File: config.mk
export PLATFORM = sky130hd
export DESIGN_NAME = pe_echo_node
export DESIGN_NICKNAME = d
export VERILOG_FILES = /design/src/rtl/pe_echo_node.sv
export SDC_FILE = /design/constraint.sdc
export NUM_CORES = 1
export LEC_CHECK = 0
export CAP_MARGIN = 5
export CORE_ASPECT_RATIO = 0.75
export CORE_UTILIZATION = 25
export CTS_CLUSTER_DIAMETER = 30
export DETAILED_ROUTE_END_ITERATION = 8
export SLEW_MARGIN = 15
export SYNTH_ARGS = -nofsm -noshare
export SYNTH_HDL_FRONTEND = slang
export SYNTH_SLANG_ARGS = --single-unit
File: constraint.sdc
create_clock -name clk -period 18.9 [get_ports clk]
set_clock_uncertainty 0.15 [all_clocks]
set_input_delay 1.89 -clock clk [delete_from_list [all_inputs] [get_ports clk]]
set_output_delay 1.89 -clock clk [all_outputs]
set_load 0.01 [all_outputs]
File: src/rtl/pe_echo_node.sv
// Mesh NoC endpoint: buffers flits addressed to this tile, increments each 32-bit
// payload lane and returns the flit to the scheduler tile with its packet number kept.
module pe_echo_node #(
   parameter int X_SIZE     = 2,
   parameter int Y_SIZE     = 2,
   parameter int PCK_NUM    = 5,
   parameter int DATA_WIDTH = 256,
   parameter int FIFO_DEPTH = 4,
   parameter int MY_X       = 0,
   parameter int MY_Y       = 1,
   parameter int RET_X      = 0,
   parameter int RET_Y      = 0
) (
   input  logic                                        clk,
   input  logic                                        rstn,
   input  logic                                        i_valid,
   input  logic [DATA_WIDTH+PCK_NUM+Y_SIZE+X_SIZE-1:0] i_data,
   output logic                                        o_ready,
   output logic                                        o_valid,
   output logic [DATA_WIDTH+PCK_NUM+Y_SIZE+X_SIZE-1:0] o_data,
   input  logic                                        i_ready,
   output logic [15:0]                                 o_pkt_cnt,
   output logic [15:0]                                 o_drop_cnt
);

   localparam int TW    = DATA_WIDTH + PCK_NUM + Y_SIZE + X_SIZE;
   localparam int AW    = $clog2(FIFO_DEPTH);
   localparam int PL    = X_SIZE + Y_SIZE + PCK_NUM;
   localparam int LANES = DATA_WIDTH / 32;

   logic [TW-1:0] mem [FIFO_DEPTH];
   logic [AW-1:0] wr_ptr;
   logic [AW-1:0] rd_ptr;
   logic [AW:0]   count;

   logic          addr_hit;
   logic          take;
   logic          push;
   logic          drop;
   logic          load;
   logic          xfer;
   logic [TW-1:0] head;
   logic [TW-1:0] next_flit;

   assign addr_hit = (i_data[X_SIZE-1:0] == X_SIZE'(MY_X)) &&
                     (i_data[X_SIZE +: Y_SIZE] == Y_SIZE'(MY_Y));
   assign o_ready  = (count != (AW+1)'(FIFO_DEPTH));
   assign take     = i_valid & o_ready;
   assign push     = take & addr_hit;
   assign drop     = take & ~addr_hit;
   assign xfer     = o_valid & i_ready;
   // No pop bypass: the output register only draws from an already-buffered flit.
   assign load     = (count != '0) & (~o_valid | i_ready);
   assign head     = mem[rd_ptr];

   always_comb begin
      next_flit = head;
      for (int unsigned k = 0; k < LANES; k++) begin
         next_flit[PL + 32*k +: 32] = head[PL + 32*k +: 32] + 32'd1;
      end
      next_flit[X_SIZE +: Y_SIZE] = Y_SIZE'(RET_Y);
      next_flit[X_SIZE-1:0]       = X_SIZE'(RET_X);
   end

   always_ff @(posedge clk) begin
      if (push) begin
         mem[wr_ptr] <= i_data;
      end
   end

   always_ff @(posedge clk or negedge rstn) begin
      if (!rstn) begin
         wr_ptr <= '0;
         rd_ptr <= '0;
         count  <= '0;
      end else begin
         if (push) begin
            wr_ptr <= wr_ptr + AW'(1);
         end
         if (load) begin
            rd_ptr <= rd_ptr + AW'(1);
         end
         if (push && !load) begin
            count <= count + (AW+1)'(1);
         end else if (load && !push) begin
            count <= count - (AW+1)'(1);
         end
      end
   end

   always_ff @(posedge clk or negedge rstn) begin
      if (!rstn) begin
         o_valid    <= 1'b0;
         o_data     <= '0;
         o_pkt_cnt  <= '0;
         o_drop_cnt <= '0;
      end else begin
         if (load) begin
            o_valid <= 1'b1;
            o_data  <= next_flit;
         end else if (i_ready) begin
            o_valid <= 1'b0;
         end
         if (xfer) begin
            o_pkt_cnt <= o_pkt_cnt + 16'd1;
         end
         if (drop) begin
            o_drop_cnt <= o_drop_cnt + 16'd1;
         end
      end
   end

endmodule

[Word-level counts from Yosys, hierarchy flattened]
Memory sizes are Yosys's and may differ from the RTL's.
Cells that the tools add are included.
Cells by class
  reductions and logical operators: 9
  muxes and demuxes: 6
  equal/unequal tests: 2
  add/sub/neg operators: 14
  bitwise gates (word level): 8
Operators with widths (count)
  32-bit by 1-bit adder with 32-bit output, second input constant: 8
  16-bit by 1-bit adder with 16-bit output, second input constant: 2
  3-bit two-way mux: 2
  1-bit AND: 5
  2-bit by 1-bit adder with 2-bit output, second input constant: 2
  1-bit two-way mux: 4
  2-bit nonzero test: 2
  3-bit by 1-bit adder with 3-bit output, second input constant: 1
  1-bit logical AND: 3
  3-bit != test, second input constant: 1
  3-bit nonzero test: 1
  3-bit by 1-bit subtractor with 3-bit output, second input constant: 1
  2-bit by 1-bit == test with 1-bit output, second input constant: 1
  1-bit zero test: 2
  2-bit zero test: 1
  1-bit NOT: 2
  1-bit OR: 1
Storage, ports and cells
  memory bits (writable): 1060
  input bits: 269
  register bits: 301
  memories: 1
  output and inout bits: 299
  logic and storage cells: 47
Memory list
  mem: depth 4, bits a word 265, read ports 1, clocked after memory_dff 0, wr ports 1, RTL line 31  | logic [TW-1:0] mem [FIFO_DEPTH];

[Depth between registers and ports, before layout]
  depth in word-level cells: 7
  mapped depth: 14
  gate-level depth less buffers: 9

[Worst setup path before layout]
No wires, ideal clock.
  path kind: input to register
  start point: input port i_data[1]
  end point: memory mem[0][100] (netlist name) (enable)
  cell stages on the path: 3
  slack: 9.396 ns
  buffers on the path: 0
  data required time: 18.095 ns
  library setup time: 0.655 ns
  arrival time: 8.699 ns
  cells stage by stage: or4b_1 > nor2_1 > and2_1
Between the ends
  cells in the longest elaborated chain, start to end: 5
Ends and longest elaborated chain
  from (decl): RTL line 17  | input logic [DATA_WIDTH+PCK_NUM+Y_SIZE+X_SIZE-1:0] i_data,
  2-bit zero test: RTL line 45  | assign addr_hit = (i_data[X_SIZE-1:0] == X_SIZE'(MY_X)) &&
  1-bit logical AND: RTL line 45
  1-bit AND: RTL line 49  | assign push = take & addr_hit;
  named net push: RTL line 38  | logic push;
  1-bit two-way mux: RTL line 66  | if (push) begin
  1-bit two-way mux (implied by the code): RTL line 67  | mem[wr_ptr] <= i_data;
  to (decl): RTL line 31
The timed path passes the listed nets, and every way through them passes these cells.

[Final worst setup path]
  start point: input port i_data[0]
  end point: memory mem[2][203] (netlist name) (enable)
The elaborated chain is that of the path after synthesis.

==> reports/metrics.yaml <==
cts:
  cts.sinks: 1345
  clk_latency_ns: 0.82
  ctsLongestPathBuffers: 4
  ctsHoldBuffers: 0
  post_cts_resized: 0
  h-tree-depth: 5
  cts_buffers: 281
  clk_pin_slew_ns: 0.04
  cts_tree: "built"
  post-cts-setup-buffers: 0
  root_buffer: "clkbuf_16"
synthesis:
  synth.top_cells.by_count: "1044 x edfxtp_1, 344 x nand2_1, 301 x dfrtp_1, 253 x mux4_2, 196 x o21ai_0"
  synth_most_common_cell: "edfxtp_1"
  synth_area_per_cell_um2: 17.4
  synth_top_cell_by_area: "edfxtp_1"
  netlist_area_um2: 53600
  yosys_warnings: 0
  syn_inst: 3090
  synth_cell_types: 58
  async_flop_share: 0.224
  synth_area_leaders: "edfxtp_1 58%, dfrtp_1 14%, mux4_2 11%, xor2_1 2.5%, nand2_1 2.4%"
  yosysTopAreaCellShare: 0.585
  yosys_register_bits: 1345
  synth_seq_area_share: 0.725
  synth_edf_count: 1044
  ys.flop_type: "edfxtp_1"
power_and_ir_drop:
  peakVddDrop_mv: 0.0904
  internal_power_uw: 8250
  cellLeakagePower_uw: 0.0243
  switching_share: 0.296
  combPwrFrac: 0.255
  switchingPower_uw: 3460
  power_density_nw_per_um2: 163
  p_total_uw: 11700
  p_clk_frac: 0.419
  power.share.sequential: 0.326
place:
  dp.cells: 6369
  dp_hpwl_um: 97300
  placed_area_um2: 62300
  port_buffers: 563
  gp_congestion: 0.791
global_routing:
  grt_pass1_wl_um: 212000
  grtUsageTotal: 0.134
  antenna_found_initial: 66
  grt_max_degree: 226
  grt_pass1_vias: 30800
  grt_remaining_overflow: 0
die:
  die_w_um: 537
  core-area_um2: 212000
  die_y_um: 403
  die_area_um2: 216000
  boundaryPins: 568
  start_util: 0.253
  num_rows: 146
route:
  drtIter0Drc: 2211
  dr.pass1.iters: 5
  viasPerCell: 4.40
  drt-total-wl_um: 147000
  ant_nets: 0
  post-route-drc-count: 0
  routed-via-count: 30300
  wl_per_cell_um: 21.4
sta:
  fin_setup_tns_ns: 0
  period_share: 0.314
  max-slew-margin-rel: 0.241
  finalMaxSlewViolations: 0
  max_freq_ghz: 0.168
  finalHoldViolCount: 0
  finalSetupViolCount: 0
  rsz0062_at_grt: "no"
  finalCriticalPeriod_ns: 5.94
  worstMarginPinSlew_ns: 1.14
critical_path:
  crit_path_end_kind: "register"
  crit_fanout: 58
  worstPathRequired_ns: 19.15
  cp_cell_sequence: "clkdlybuf4s50_1 > or4b_1 > nor2_1 > and2_4 > buf_4 > buf_4"
  cp_top_family: "buffers and inverters"
  crit_path_top_delay_cell: "and2_4"
  cp.arrival_ns: 6.19
  crit_type: "in2reg"
  cpPeakStageDelay_ns: 0.84
  cp_num_buf_inv: 3
  cpMostUsedCell: "buf_4"
  worst_setup_path_start_kind: "input pin"
layout:
  nNetsFinal: 4125
  area_growth_pct: 33.9
  stdcell_area_um2: 71800
  drive_gt1_frac: 0.192
  final_cells: 6877
  final_util: 0.339
job:
  cap_violations: 0
min_path:
  hold_class: "reg2reg"
run_status:
  status: "complete, no violations"
==> layout by cell type (no fill, tap or decap), types with 8 or more instances in the layout <==
cell / count
nand3_1: 91
nor2_1: 75
clkbuf_16: 289
inv_6: 23
buf_4: 31
clkinv_1: 25
inv_1: 20
ha_1: 15
a31oi_1: 8
clkbuf_1: 26
nand4_1: 79
or3_1: 8
nor4_1: 20
edfxtp_1: 1044
o21ai_1: 22
dfrtp_1: 299
clkdlybuf4s50_1: 562
nor3_1: 24
clkbuf_8: 10
and4_1: 26
o21ai_0: 196
a21oi_1: 28
clkinvlp_4: 24
nand2_1: 344
and2_1: 23
xnor2_1: 116
clkinv_4: 18
bufinv_16: 34
and3_1: 36
xor2_1: 151
mux4_2: 253
clkinv_2: 39
==> layer usage <==
| metal | GRT usage | routed length (um) |
|---|---|---|
| met2 | 0.211 | 69000 |
| met4 | 0.0398 | 3910 |
| met5 | 0 | 375 |
| met1 | 0.177 | 63500 |
| met3 | 0.0399 | 10600 |
==> sequential cells by signal, summed over array words and instances (netlist names) <==
| signal | flops |
|---|---|
| rd_ptr | 2 |
| mem | 1044 |
| count | 3 |
| o_valid | 1 |
| wr_ptr | 2 |
| o_data | 261 |
| o_pkt_cnt | 16 |
| o_drop_cnt | 16 |
==> cells by family after synthesis <==
group | after synthesis | share of synthesized area
buffers and inverters | 156 | 0.0182
AOI/OAI and AO/OA | 257 | 0.0243
other | 1 | 0.0000699
adders and majority gates | 16 | 0.00387
xor gates and xnor gates | 267 | 0.0436
muxes | 266 | 0.111
DFF | 1345 | 0.725
and+or+nand+nor | 782 | 0.0735
==> path summary, 6_finish.rpt <==
path	startpoint	end	slack (ns)	cells past startpoint
min	o_data[248]$_DFFE_PN0P_	o_data[248]$_DFFE_PN0P_	0.32	2
min reg2reg	o_data[248]$_DFFE_PN0P_	o_data[248]$_DFFE_PN0P_	0.32	2
max reg2reg	rd_ptr[0]$_DFFE_PN0P_	o_data[198]$_DFFE_PN0P_	13.26	9
max	i_data[0]	mem[2][203]$_DFFE_PP_	12.96	6
max in group asynchronous	rstn	o_data[86]$_DFFE_PN0P_	16.05	2
min in group asynchronous	rstn	o_pkt_cnt[15]$_DFFE_PN0P_	0.95	1
==> worst reg2reg max path: cells and delay by family, from the launching register on <==
family                 cells  cell delay, ns
and+or+nand+nor            4            1.67
muxes                      1            0.42
DFF                        1            0.93
buffers and inverters      3            2.21
AOI/OAI and AO/OA          1            0.17
==> power groups by stage <==
stage	combinational, uW	clock, uW	sequential [uW]
after floorplan	1710	0	3900
after global placement	3020	0	3870
after detailed placement	3030	0	3870
after CTS	3050	5020	3830
after global routing	3230	5160	3860
final	2980	4910	3820
==> area by class of cell <==
cell class	count	area, um2
multi-input cells	1592	13800
diodes	6	15.0
clock buffers	325	7470
flip-flops and latches	1345	38900
well taps	2812	3520
clock inverters	177	2050
fillers	20100	140000
inverters	21	86.3
repair buffers	599	5970
==> through the flow <==
step,worst slack [ns],hold slack [ns]
floorplan,9.40,0.307
detailed placement,12.09,0.317
finish,12.96,0.322
CTS,12.96,0.325
global route,12.66,0.344
global placement,12.12,0.310
Power figures use the tool's default switching activity.
